<file path="src/rtl/fixed_point_pkg.sv">
// Shared sign-magnitude Q15.16 number format and FSM states for the serial subtractor.
package fixed_point_pkg;

  localparam int unsigned INT_BITS  = 15;
  localparam int unsigned FRAC_BITS = 16;
  localparam int unsigned MAG_BITS  = INT_BITS + FRAC_BITS;
  localparam int unsigned WORD_BITS = MAG_BITS + 1;
  localparam int unsigned CNT_BITS  = 5;

  localparam logic [CNT_BITS-1:0] LAST_CNT = CNT_BITS'(MAG_BITS - 1);

  typedef struct packed {
    logic                 sign;
    logic [INT_BITS-1:0]  int_part;
    logic [FRAC_BITS-1:0] frac;
  } fixed_t;

  typedef enum logic [1:0] {
    IDLE = 2'd0,
    PREP = 2'd1,
    CALC = 2'd2,
    DONE = 2'd3
  } state_e;

  function automatic logic [MAG_BITS-1:0] mag_of(input fixed_t v);
    return {v.int_part, v.frac};
  endfunction

  // A negative zero is folded to +0 so it can never leak into the result sign.
  function automatic fixed_t normalize(input fixed_t v);
    fixed_t r;
    r = v;
    if (mag_of(v) == '0) r.sign = 1'b0;
    return r;
  endfunction

endpackage

</file>
<file path="src/rtl/sumador_serial_bit.sv">
// One-bit full adder / subtractor with a registered carry (or borrow) between serial steps.
module sumador_serial_bit (
  input  logic clk,
  input  logic rst_n,
  input  logic clr_i,
  input  logic en_i,
  input  logic sub_i,
  input  logic x_i,
  input  logic y_i,
  output logic sum_c,
  output logic carry_c
);

  logic carry_q;

  assign sum_c   = x_i ^ y_i ^ carry_q;
  assign carry_c = sub_i ? ((~x_i & y_i) | (~(x_i ^ y_i) & carry_q))
                         : ((x_i & y_i) | (carry_q & (x_i ^ y_i)));

  always_ff @(posedge clk or negedge rst_n) begin
    if (!rst_n)     carry_q <= 1'b0;
    else if (clr_i) carry_q <= 1'b0;
    else if (en_i)  carry_q <= carry_c;
  end

endmodule

</file>
<file path="src/rtl/resta_punto_fijo_serial.sv">
// Bit-serial sign-magnitude Q15.16 subtractor s = a - b, one magnitude bit per cycle.
// RESTA_SATURATE_EN: saturate the magnitude on overflow instead of wrapping.
module resta_punto_fijo_serial
  import fixed_point_pkg::*;
(
  input  logic                 clk,
  input  logic                 rst_n,
  input  logic                 start,
  input  logic [WORD_BITS-1:0] a,
  input  logic [WORD_BITS-1:0] b,
  output logic                 busy,
  output logic                 done,
  output logic [WORD_BITS-1:0] s,
  output logic                 ovf
);

  state_e              state_q, state_d;
  logic [CNT_BITS-1:0] cnt_q, cnt_d;
  logic [MAG_BITS-1:0] x_q, x_d, y_q, y_d, r_q, r_d;
  logic                sa_q, sa_d, sb_q, sb_d;
  logic                sub_q, sub_d, sign_q, sign_d;
  logic                busy_q, busy_d, done_q, done_d, ovf_q, ovf_d;
  fixed_t              s_q, s_d;

  fixed_t              a_in, b_in;
  logic                sum_c, carry_c;
  logic [MAG_BITS-1:0] mag_fin;
  logic                ovf_fin, sign_fin;

  sumador_serial_bit u_bit (
    .clk     (clk),
    .rst_n   (rst_n),
    .clr_i   (state_q != CALC),
    .en_i    (state_q == CALC),
    .sub_i   (sub_q),
    .x_i     (x_q[0]),
    .y_i     (y_q[0]),
    .sum_c   (sum_c),
    .carry_c (carry_c)
  );

  // Final result as it stands on the last serial step.
  always_comb begin
    mag_fin = {sum_c, r_q[MAG_BITS-1:1]};
    ovf_fin = ~sub_q & carry_c;
`ifdef RESTA_SATURATE_EN
    if (ovf_fin) mag_fin = '1;
`else
    mag_fin = mag_fin;
`endif
    sign_fin = (mag_fin == '0) ? 1'b0 : sign_q;
  end

  always_comb begin
    state_d = state_q;
    cnt_d   = cnt_q;
    x_d     = x_q;
    y_d     = y_q;
    r_d     = r_q;
    sa_d    = sa_q;
    sb_d    = sb_q;
    sub_d   = sub_q;
    sign_d  = sign_q;
    busy_d  = busy_q;
    done_d  = 1'b0;
    ovf_d   = ovf_q;
    s_d     = s_q;
    a_in    = normalize(fixed_t'(a));
    b_in    = normalize(fixed_t'(b));

    unique case (state_q)
      IDLE: begin
        if (start) begin
          state_d = PREP;
          busy_d  = 1'b1;
          x_d     = mag_of(a_in);
          y_d     = mag_of(b_in);
          sa_d    = a_in.sign;
          sb_d    = ~b_in.sign;
        end
      end
      PREP: begin
        // Subtraction always runs larger minus smaller so the borrow never escapes.
        sub_d  = sa_q ^ sb_q;
        sign_d = sa_q;
        if ((sa_q ^ sb_q) && (y_q > x_q)) begin
          x_d    = y_q;
          y_d    = x_q;
          sign_d = sb_q;
        end
        cnt_d   = '0;
        r_d     = '0;
        state_d = CALC;
      end
      CALC: begin
        x_d   = x_q >> 1;
        y_d   = y_q >> 1;
        r_d   = {sum_c, r_q[MAG_BITS-1:1]};
        cnt_d = CNT_BITS'(cnt_q + 1'b1);
        if (cnt_q == LAST_CNT) begin
          state_d = DONE;
          done_d  = 1'b1;
          s_d     = fixed_t'({sign_fin, mag_fin});
          ovf_d   = ovf_fin;
        end
      end
      DONE: begin
        state_d = IDLE;
        busy_d  = 1'b0;
      end
      default: begin
        state_d = IDLE;
        busy_d  = 1'b0;
      end
    endcase
  end

  always_ff @(posedge clk or negedge rst_n) begin
    if (!rst_n) begin
      state_q <= IDLE;
      cnt_q   <= '0;
      x_q     <= '0;
      y_q     <= '0;
      r_q     <= '0;
      sa_q    <= 1'b0;
      sb_q    <= 1'b0;
      sub_q   <= 1'b0;
      sign_q  <= 1'b0;
      busy_q  <= 1'b0;
      done_q  <= 1'b0;
      ovf_q   <= 1'b0;
      s_q     <= '0;
    end else begin
      state_q <= state_d;
      cnt_q   <= cnt_d;
      x_q     <= x_d;
      y_q     <= y_d;
      r_q     <= r_d;
      sa_q    <= sa_d;
      sb_q    <= sb_d;
      sub_q   <= sub_d;
      sign_q  <= sign_d;
      busy_q  <= busy_d;
      done_q  <= done_d;
      ovf_q   <= ovf_d;
      s_q     <= s_d;
    end
  end

  assign busy = busy_q;
  assign done = done_q;
  assign s    = WORD_BITS'(s_q);
  assign ovf  = ovf_q;

endmodule

</file>
<file path="config.mk">
export PLATFORM = sky130hd
export DESIGN_NAME = resta_punto_fijo_serial
export DESIGN_NICKNAME = d
export VERILOG_FILES = /design/src/rtl/fixed_point_pkg.sv /design/src/rtl/sumador_serial_bit.sv /design/src/rtl/resta_punto_fijo_serial.sv
export SDC_FILE = /design/constraint.sdc
export NUM_CORES = 1
export LEC_CHECK = 0
export ABC_CLOCK_PERIOD_IN_PS = 6500
export CORE_ASPECT_RATIO = 0.75
export CORE_MARGIN = 8
export CORE_UTILIZATION = 55
export DETAILED_ROUTE_END_ITERATION = 10
export GPL_TIMING_DRIVEN = 0
export PLACE_DENSITY_LB_ADDON = 0.25
export SYNTH_ARGS = -nofsm -noshare
export SYNTH_HDL_FRONTEND = slang
export SYNTH_SLANG_ARGS = --single-unit
</file>
<file path="constraint.sdc">
create_clock -name clk -period 6.5 [get_ports clk]
set_clock_uncertainty 0.05 [all_clocks]
set_input_delay 1.95 -clock clk [delete_from_list [all_inputs] [get_ports clk]]
set_output_delay 1.95 -clock clk [all_outputs]
set_load 0.01 [all_outputs]
</file>
==> results of run 1 <==
==> state kept, by name (all words and copies together), names as in the netlist <==
name,count
r_q,30
done,1
sb_q,1
sa_q,1
sign_q,1
s,32
state_q,2
ovf,1
cnt_q,5
sub_q,1
y_q,31
x_q,31
u_bit.carry_q,1
busy,1
==> layer usage <==
metal	share of wire, %	track usage [%]	vias to the layer above
met5	0	0	-
met4	2.6	10.7	0
met3	8.5	6.68	52
met2	48	40.8	334
met1	41	31.4	3183
li1	-	-	3001
==> tightest hold or removal path, stage by stage, from the launching register on <==
cell and delay, ns:
dfrtp_1 0.34, nand2_1 0.05, o21ai_0 0.06
==> placed cells by master, fill, tap and decap left out, types with 3 or more instances in the layout <==
| master | Yosys | routed |
|---|---|---|
| inv_1 | 73 | 73 |
| buf_1 | 4 | 4 |
| dfrtp_1 | 139 | 139 |
| nand4_1 | 14 | 14 |
| mux2i_1 | 34 | 34 |
| clkbuf_16 | 0 | 17 |
| a21oi_1 | 41 | 41 |
| nand2_1 | 86 | 86 |
| o21ai_0 | 77 | 77 |
| buf_6 | 4 | 5 |
| o22ai_1 | 30 | 30 |
| nor2_1 | 30 | 30 |
| a22oi_1 | 60 | 60 |
| clkbuf_1 | 39 | 40 |
| ha_1 | 37 | 37 |
| mux2_4 | 28 | 28 |
| nand3_1 | 12 | 12 |
| mux2_2 | 3 | 3 |
| buf_12 | 3 | 3 |
| clkdlybuf4s50_1 | 0 | 100 |
| inv_6 | 0 | 7 |
| nor3_1 | 3 | 3 |
| a21o_1 | 6 | 6 |
| nor4_1 | 21 | 21 |
==> stage by stage <==
step                power (W)  cells  TNS, ns  utilization (%)  hold slack, ns
floorplan             0.00356    769        0                -           0.400
global placement      0.00417   1045  -280.28             64.7           0.409
detailed placement    0.00430   1046        0             64.9           0.421
CTS                   0.00532   1078        0             69.3           0.435
global route          0.00569   1078        0             69.3           0.443
finish                0.00536   1078        0             69.3           0.430
==> power by group <==
part	switching, W	internal, W
Clock	0.000413	0.000574
Combinational	0.00165	0.00134
Sequential	0.000251	0.00113
Total	0.00231	0.00305
==> area by class of cell <==
cell class | count | area, um2
Tap cell | 175 | 219
Clock buffer | 18 | 429
Inverter | 73 | 274
Clock inverter | 14 | 159
Multi-Input combinational cell | 507 | 3500
Sequential cell | 139 | 3480
Buffer | 50 | 267
Fill cell | 990 | 4160
Timing Repair Buffer | 102 | 1040
==> worst min-delay path by stage <==
stage,cells after the start,to,startpoint,slack [ns]
floorplan,2,sign_q$_DFFE_PN0N_,sign_q$_DFFE_PN0N_,0.40
detailed placement,2,s[30]$_DFFE_PN0P_,s[30]$_DFFE_PN0P_,0.42
CTS,2,s[30]$_DFFE_PN0P_,s[30]$_DFFE_PN0P_,0.44
finish,2,s[26]$_DFFE_PN0P_,s[26]$_DFFE_PN0P_,0.43
global route,2,s[23]$_DFFE_PN0P_,s[23]$_DFFE_PN0P_,0.44
global placement,2,s[30]$_DFFE_PN0P_,s[30]$_DFFE_PN0P_,0.41
==> cell families (layout without fill, tap and decap cells) <==
| kind of cell | after synthesis | in the layout | synth area share (%) |
|---|---|---|---|
| AOI/OAI and AO/OA | 227 | 227 | 18.4 |
| and+or+nand+nor | 175 | 175 | 10.8 |
| DFF | 139 | 139 | 46.3 |
| buffers and inverters | 123 | 257 | 7.19 |
| muxes | 65 | 65 | 10.6 |
| adders and majority gates | 39 | 39 | 6.69 |
| xor gates and xnor gates | 1 | 1 | 0.117 |
==> results.sh, run 1 <==
export IMPL_tightest_slew_ns=0.842
export IMPL_finalWorstSetupSlack_ns=2.65
export IMPL_crit_path_start="b[3]"
export IMPL_cts_buffers_inserted=17
export IMPL_synth_seq_cells=139
export IMPL_maxSlewViolCount=0
export IMPL_antenna_found_initial=0
export IMPL_yosys_top_cells_count="dfrtp_1, nand2_1, o21ai_0"
export IMPL_synth_edf_count=0
export IMPL_critPathBufInv=1
export IMPL_clk_pin_slew_ns=0.07
export IMPL_postCtsHoldBufs=0
export IMPL_ys_seq_area_share_pct=46.3
export IMPL_finalCriticalPeriod_ns=3.85
export IMPL_cp_num_cells=5
export IMPL_cpPeakStageDelay_ns=0.77
export IMPL_endpoint="sb_q$_DFFE_PN0P_"
export IMPL_reg2reg_depth=10
export IMPL_drive_above_1_share_pct=8.42
export IMPL_vias_per_cell=6.09
export IMPL_hpwl_um=15700
export IMPL_maxCapViolations=0
export IMPL_crit_chain="clkdlybuf4s50_1 > nor4_1 > nand4_1 > o21ai_0 > mux2_2"
export IMPL_vdd_drop_max_mv=0.362
export IMPL_fmax_ghz=0.260
export IMPL_drc=0
export IMPL_ys_top_cells_by_area="dfrtp_1, ha_1, a22oi_1"
export IMPL_slew_limit_headroom_pct=43.3
export IMPL_die_x_um=151
export IMPL_cpMaxStageDelayCell="nor4_1"
export IMPL_yosysTopAreaCellShare_pct=46.3
export IMPL_rrSetupSlack_ns=3.67
export IMPL_outcome="completed"
export IMPL_cts_tree="built"
export IMPL_vias=6570
export IMPL_die_area_um2=17700
export IMPL_cts_setup_buffers=0
export IMPL_cts_resized_gates=0
export IMPL_rsz0062_at_grt="false"
export IMPL_critical_path_required_ns=6.82
export IMPL_die_h_um=117
export IMPL_r2r_end="y_q[22]$_DFFE_PN0P_"
export IMPL_grt_pass1_vias=6809
export IMPL_crit_type="in2reg"
export IMPL_timing_hold_violations_final=0
export IMPL_leakagePower_nw=4.17
export IMPL_core_um2=13500
export IMPL_synthDistinctLibCells=39
export IMPL_ios=102
export IMPL_syn_inst=769
export IMPL_wl_per_cell_um=20.0
export IMPL_synthFlopType="dfrtp_1"
export IMPL_yosysWarnings=0
export IMPL_num_nets_final=996
export IMPL_syn_area_per_cell_um2=9.77
export IMPL_dpl_worst_slack_ns=2.48
export IMPL_synth_nets=875
export IMPL_start_kind="input pin"
export IMPL_power_density_nw_per_um2=573
export IMPL_overflow=0
export IMPL_start_util_pct=55.6
export IMPL_grt_max_degree=86
export IMPL_synth_most_common_cell="dfrtp_1"
export IMPL_fin_area_um2=9360
export IMPL_drt_iter0_drc=573
export IMPL_clock_sinks=139
export IMPL_n_antenna_cell=0
export IMPL_worst_path_max_fanout=2
export IMPL_cp_top_family="simple AND/OR/NAND/NOR gates"
export IMPL_yosysTopAreaCell="dfrtp_1"
export IMPL_fin_crit_sh_pct=59.2
export IMPL_place_congestion=0.961
export IMPL_syn2layout_area_growth_pct=24.6
export IMPL_rr_startpoint="x_q[29]$_DFFE_PN0P_"
export IMPL_first_pass_iters=6
export IMPL_placed_cell_area_um2=8770
export IMPL_drt_wl_total_um=21600
export IMPL_synth_area_um2=7520
export IMPL_setup_viol=0
export IMPL_ant_nets=0
export IMPL_insertion_delay_ns=0.43
export IMPL_clock_path_buffers=2
export IMPL_grtUsageTotal_pct=25.1
export IMPL_hold_class="reg2reg"
export IMPL_cts_root_buf="clkbuf_16"
export IMPL_grt_pass1_wl_um=34500
export IMPL_synthArstFlopShare_pct=100
export IMPL_crit_path_end_kind="flip-flop"
export IMPL_htree_levels=4
export IMPL_io_buffers=101
export IMPL_rows=37
export IMPL_crit_arrival_ns=4.17
Note: power is estimated with default switching activity, not from simulation.
==> run 2: changes to the inputs <==
Settings changed: ABC_CLOCK_PERIOD_IN_PS 6500 to 3100, CORE_UTILIZATION 55 to 50.
Clock period 6.5 ns to 3.1 ns, I/O delays scaled along.
==> run 2 against run 1 <==
Compared with the run above: critical path depth grew 4; wire length is 1.1% lower; worst hold slack got worse by 0.034 ns; largest power group unchanged.
==> results.sh, run 2 (same netlist as run 1, synthesis figures left out) <==
export IMPL_outcome="completed"
export IMPL_tightest_slew_ns=0.723
export IMPL_cts_buffers_inserted=17
export IMPL_seq_power_share_pct=26.1
export IMPL_p_sw_w=0.00481
export IMPL_grtUsageTotal_pct=22.8
export IMPL_finalCriticalPeriod_ns=2.82
export IMPL_drt_iter0_drc=531
export IMPL_drt_wl_total_um=21300
export IMPL_insertion_delay_ns=0.43
export IMPL_largest_register_ffs=32
export IMPL_core_um2=14600
export IMPL_maxCapViolations=0
export IMPL_overflow=0
export IMPL_place_congestion=0.903
export IMPL_crit_path_end_kind="flip-flop"
export IMPL_htree_levels=4
export IMPL_cts_setup_buffers=0
export IMPL_r2r_end="y_q[14]$_DFFE_PN0P_"
export IMPL_vias_per_cell=5.92
export IMPL_fmax_ghz=0.355
export IMPL_drive_above_1_share_pct=8.42
export IMPL_grt_pass1_vias=6277
export IMPL_postCtsHoldBufs=0
export IMPL_ios=102
export IMPL_worst_path_max_fanout=10
export IMPL_layout_commonest_cell="dfrtp_1"
export IMPL_n_antenna_cell=0
export IMPL_power_w=0.0111
export IMPL_timing_hold_violations_final=0
export IMPL_die_area_um2=19300
export IMPL_ant_nets=0
export IMPL_fin_crit_sh_pct=90.8
export IMPL_start_util_pct=51.5
export IMPL_grt_max_degree=89
export IMPL_rr_startpoint="y_q[26]$_DFFE_PN0P_"
export IMPL_slew_limit_headroom_pct=51.4
export IMPL_tns_ns=0
export IMPL_rows=38
export IMPL_clock_sinks=139
export IMPL_num_nets_final=996
export IMPL_crit_type="reg2reg"
export IMPL_leakagePower_nw=4.16
export IMPL_cts_root_buf="clkbuf_16"
export IMPL_critical_path_required_ns=3.35
export IMPL_drc=0
export IMPL_die_x_um=158
export IMPL_grt_pass1_wl_um=34300
export IMPL_maxSlewViolCount=0
export IMPL_rsz0062_at_grt="false"
export IMPL_syn2layout_area_growth_pct=24.9
export IMPL_clock_path_buffers=2
export IMPL_reg2reg_depth=9
export IMPL_die_h_um=122
export IMPL_io_buffers=101
export IMPL_antenna_found_initial=0
export IMPL_rrSetupSlack_ns=0.28
export IMPL_power_density_nw_per_um2=1190
export IMPL_hpwl_um=15500
export IMPL_start_kind="flip-flop"
export IMPL_wl_per_cell_um=19.3
export IMPL_p_int_w=0.00632
export IMPL_clockPowerShare_pct=18.4
export IMPL_cts_tree="built"
export IMPL_hold_class="in2async"
export IMPL_first_pass_iters=5
export IMPL_vias=6533
export IMPL_vdd_drop_max_mv=0.913
export IMPL_layout_common_cells="dfrtp_1, clkdlybuf4s50_1, nand2_1"
export IMPL_setup_viol=0
export IMPL_cts_resized_gates=0
export IMPL_clk_pin_slew_ns=0.07
export IMPL_crit_arrival_ns=3.07
export IMPL_pwr_share_comb_pct=55.5
export IMPL_p_sw_share_pct=43.2
[run 2: cell types whose count changed in the layout (fill, tap and decap cells not counted), sizes merged]
cell and change:
clkinvlp +1, bufinv -1, clkinv -2, inv +2
[run 2: stage by stage]
step	cells	area, um2	hold WS (ns)	util, %	setup slack (ns)
6_report	1103	9390	0.397	64.3	0.284
5_1_grt	1103	9390	0.437	64.3	0.0693
4_1_cts	1103	9390	0.425	64.3	0.308
3_5_place_dp	1071	8810	0.419	60.3	0.290
3_3_place_gp	1070	8780	0.414	60.1	-4.73
2_1_floorplan	769	7520	0.400	-	0.713
[run 2: how the worst max path moves through the flow]
| stage | from | to | slack, ns | cells past startpoint |
|---|---|---|---|---|
| after floorplan | y_q[30]$_DFFE_PN0P_ | y_q[10]$_DFFE_PN0P_ | 0.71 | 9 |
| after global placement | rst_n | x_q[21]$_DFFE_PN0P_ | -4.73 | 1 |
| after detailed placement | b[3] | sb_q$_DFFE_PN0P_ | 0.29 | 5 |
| after CTS | x_q[26]$_DFFE_PN0P_ | y_q[14]$_DFFE_PN0P_ | 0.31 | 10 |
| after global routing | x_q[26]$_DFFE_PN0P_ | y_q[14]$_DFFE_PN0P_ | 0.07 | 10 |
| final | y_q[26]$_DFFE_PN0P_ | y_q[14]$_DFFE_PN0P_ | 0.28 | 9 |
[run 2: area by class of cell]
type | count | area (um2)
fill | 1215 | 5210
multi-input combinational | 507 | 3500
sequential | 139 | 3480
timing repair buffer | 102 | 1040
clock buffer | 18 | 429
inverter | 73 | 274
buffer | 50 | 267
tap | 200 | 250
clock inverter | 14 | 150
[run 2: critical path, cell delays in order (launching register included)]
cell and delay [ns]:
dfrtp_1 0.43, ha_1 0.33, nand4_1 0.22, nor4_2 0.37, nor2b_2 0.23, o41ai_2 0.13, a31oi_1 0.23, buf_6 0.21
buf_12 0.17, mux2_4 0.31
[run 2: power by group through the flow]
stage	Clock, W	Combinational (W)	Sequential (W)
3_5_place_dp	0	0.00605	0.00290
4_1_cts	0.00206	0.00611	0.00288
2_1_floorplan	0	0.00471	0.00275
5_1_grt	0.00215	0.00676	0.00296
6_report	0.00205	0.00617	0.00290
3_3_place_gp	0	0.00590	0.00291
[run 2: routing by layer]
| layer | wire (um) | GRT usage (%) | up-vias | part of all wire [%] |
|---|---|---|---|---|
| met5 | 0 | 0 | - | 0 |
| met4 | 376 | 7.18 | 0 | 1.8 |
| met3 | 1510 | 4.39 | 34 | 7.1 |
| met2 | 9060 | 31.7 | 272 | 43 |
| met1 | 10400 | 34.7 | 3227 | 49 |
| li1 | - | - | 3000 | - |
==> run 3: changes to the inputs <==
Settings changed: REMOVE_ABC_BUFFERS set to 1, SYNTH_HIERARCHICAL set to 1.
==> run 3 against run 2 <==
Compared with the run above: power shrank 2.1%; largest cell class unchanged; clock power is 2% lower; synthesized area up 0.37%; flip-flop and latch count unchanged; critical path depth did not move; global-route usage decreased by 2.5 points; register-to-register slack got worse by 0.06 ns; critical endpoint is now y_q[22]$_DFFE_PN0P_; sequential power is essentially flat.
==> results.sh, run 3 <==
export IMPL_clock_path_buffers=2
export IMPL_die_x_um=158
export IMPL_drive_above_1_share_pct=10.1
export IMPL_clock_sinks=139
export IMPL_ios=102
export IMPL_hold_class="in2async"
export IMPL_power_density_nw_per_um2=1160
export IMPL_die_area_um2=19300
export IMPL_cts_buffers_inserted=17
export IMPL_maxSlewViolCount=0
export IMPL_finalWorstSetupSlack_ns=0.219
export IMPL_yosysWarnings=6
export IMPL_cts_root_buf="clkbuf_16"
export IMPL_io_buffers=101
export IMPL_setup_viol=0
export IMPL_vias=6068
export IMPL_first_pass_iters=5
export IMPL_finalCriticalPeriod_ns=2.88
export IMPL_rsz0062_at_grt="false"
export IMPL_hpwl_um=13200
export IMPL_largest_register_ffs=32
export IMPL_yosysTopAreaCellShare_pct=46.1
export IMPL_fin_crit_sh_pct=92.9
export IMPL_ys_top_cells_by_area="dfrtp_1, ha_1, a22oi_1"
export IMPL_synth_area_um2=7540
export IMPL_drt_wl_total_um=18900
export IMPL_n_fill_cell=1218
export IMPL_leakagePower_nw=4.16
export IMPL_maxCapViolations=0
export IMPL_clk_pin_slew_ns=0.07
export IMPL_syn2layout_area_growth_pct=24.2
export IMPL_insertion_delay_ns=0.43
export IMPL_synthArstFlopShare_pct=100
export IMPL_overflow=0
export IMPL_synthDistinctLibCells=42
export IMPL_n_antenna_cell=0
export IMPL_start_kind="flip-flop"
export IMPL_rows=39
export IMPL_grtUsageTotal_pct=20.2
export IMPL_wl_per_cell_um=17.8
export IMPL_syn_area_per_cell_um2=9.84
export IMPL_synth_seq_cells=139
export IMPL_slew_limit_headroom_pct=30.8
export IMPL_timing_hold_violations_final=0
export IMPL_vias_per_cell=5.70
export IMPL_cts_tree="built"
export IMPL_crit_type="reg2reg"
export IMPL_place_congestion=0.836
export IMPL_num_nets_final=953
export IMPL_ant_nets=0
export IMPL_htree_levels=4
export IMPL_outcome="completed"
export IMPL_drt_iter0_drc=475
export IMPL_core_um2=15000
export IMPL_rrSetupSlack_ns=0.22
export IMPL_die_h_um=122
export IMPL_start_util_pct=50.4
export IMPL_syn_inst=767
export IMPL_reg2reg_depth=9
export IMPL_crit_path_end_kind="flip-flop"
export IMPL_vdd_drop_max_mv=0.743
export IMPL_yosysTopAreaCell="dfrtp_1"
export IMPL_synth_edf_count=0
export IMPL_crit_arrival_ns=3.15
export IMPL_layout_commonest_cell="dfrtp_1"
export IMPL_synthFlopType="dfrtp_1"
export IMPL_dpl_worst_slack_ns=-0.197
export IMPL_yosys_top_cells_count="dfrtp_1, nand2_1, inv_1"
export IMPL_worst_path_max_fanout=18
export IMPL_tightest_slew_ns=1.04
export IMPL_postCtsHoldBufs=0
export IMPL_ys_seq_area_share_pct=46.1
export IMPL_synth_most_common_cell="dfrtp_1"
export IMPL_grt_pass1_vias=6134
export IMPL_place_inst=1031
export IMPL_fin_cells=1065
export IMPL_antenna_found_initial=0
export IMPL_drc=0
export IMPL_fmax_ghz=0.347
export IMPL_grt_max_degree=92
export IMPL_critical_path_required_ns=3.37
export IMPL_grt_pass1_wl_um=31000
export IMPL_layout_common_cells="dfrtp_1, clkdlybuf4s50_1, nand2_1"
==> run 3: cell type report <==
cell class / instances / area [um2] / area share, %
multi-input combinational: 503 / 3570 / 38.1
sequential: 139 / 3480 / 37.1
timing repair buffer: 110 / 1200 / 12.8
clock buffer: 17 / 425 / 4.54
inverter: 76 / 285 / 3.04
tap: 205 / 256 / 2.74
clock inverter: 15 / 155 / 1.66
==> run 3: cells by family after synthesis <==
kind of cell	count (synthesis)	share of synthesized area, %
AO/OA/AOI/OAI	228	18.5
AND/OR/NAND/NOR	169	10.5
flip-flops	139	46.1
buffers and inverters	125	7.26
multiplexers	66	10.8
adder cells (fa/ha/maj)	39	6.67
XOR/XNOR	1	0.116
==> run 3: power breakdown <==
group          internal (W)  switching, W  leakage, nW
registers           0.00238      0.000515         1.80
logic               0.00287       0.00311         2.09
clock network       0.00113      0.000882        0.273
==> run 3: path summary, 6_finish.rpt <==
| kind | startpoint | end |
|---|---|---|
| max | x_q[25]$_DFFE_PN0P_ | y_q[22]$_DFFE_PN0P_ |
| min | rst_n | y_q[25]$_DFFE_PN0P_ |
| max reg2reg | x_q[25]$_DFFE_PN0P_ | y_q[22]$_DFFE_PN0P_ |
| min reg2reg | s[25]$_DFFE_PN0P_ | s[25]$_DFFE_PN0P_ |
| max in group asynchronous | rst_n | x_q[7]$_DFFE_PN0P_ |
| min in group clk | s[25]$_DFFE_PN0P_ | s[25]$_DFFE_PN0P_ |
==> run 3: repair_timing <==
| item | 4_1_cts | 5_1_grt |
|---|---|---|
| pin swaps | 1 | 0 |
| buffers inserted | 2 | 0 |
| endpoints found under the setup margin | 20 | 13 |
| endpoints found under the hold margin | 0 | 0 |
| gates resized for setup | 0 | 3 |
==> run 3: stage by stage <==
stage	area, um2	TNS [ns]	utilization, %	total power, W	hold WS [ns]
floorplan	7280	-307.42	-	0.00624	0.400
finish	9370	0	62.5	0.0109	0.378
global placement	8550	-1122.47	57.1	0.00672	0.410
detailed placement	8750	-2.00	58.4	0.00875	0.423
CTS	9350	0	62.4	0.0109	0.388
global route	9370	0	62.5	0.0117	0.413
==> run 3: critical path, cell delays in order, from the launching register on <==
cell and delay, ns:
dfrtp_1 0.39, inv_1 0.08, ha_1 0.30, nand4_1 0.21
a2111oi_0 0.50, o31ai_2 0.23, a31oi_4 0.26, buf_12 0.22
buf_16 0.20, mux2_4 0.31
==> run 3: routing by layer <==
metal | wire length [um] | vias up | track usage (%)
li1 | - | 2909 | -
met1 | 8850 | 2967 | 27.2
met2 | 8600 | 177 | 30.8
met3 | 1310 | 15 | 7.21
met4 | 153 | 0 | 4.86
met5 | 0 | - | 0
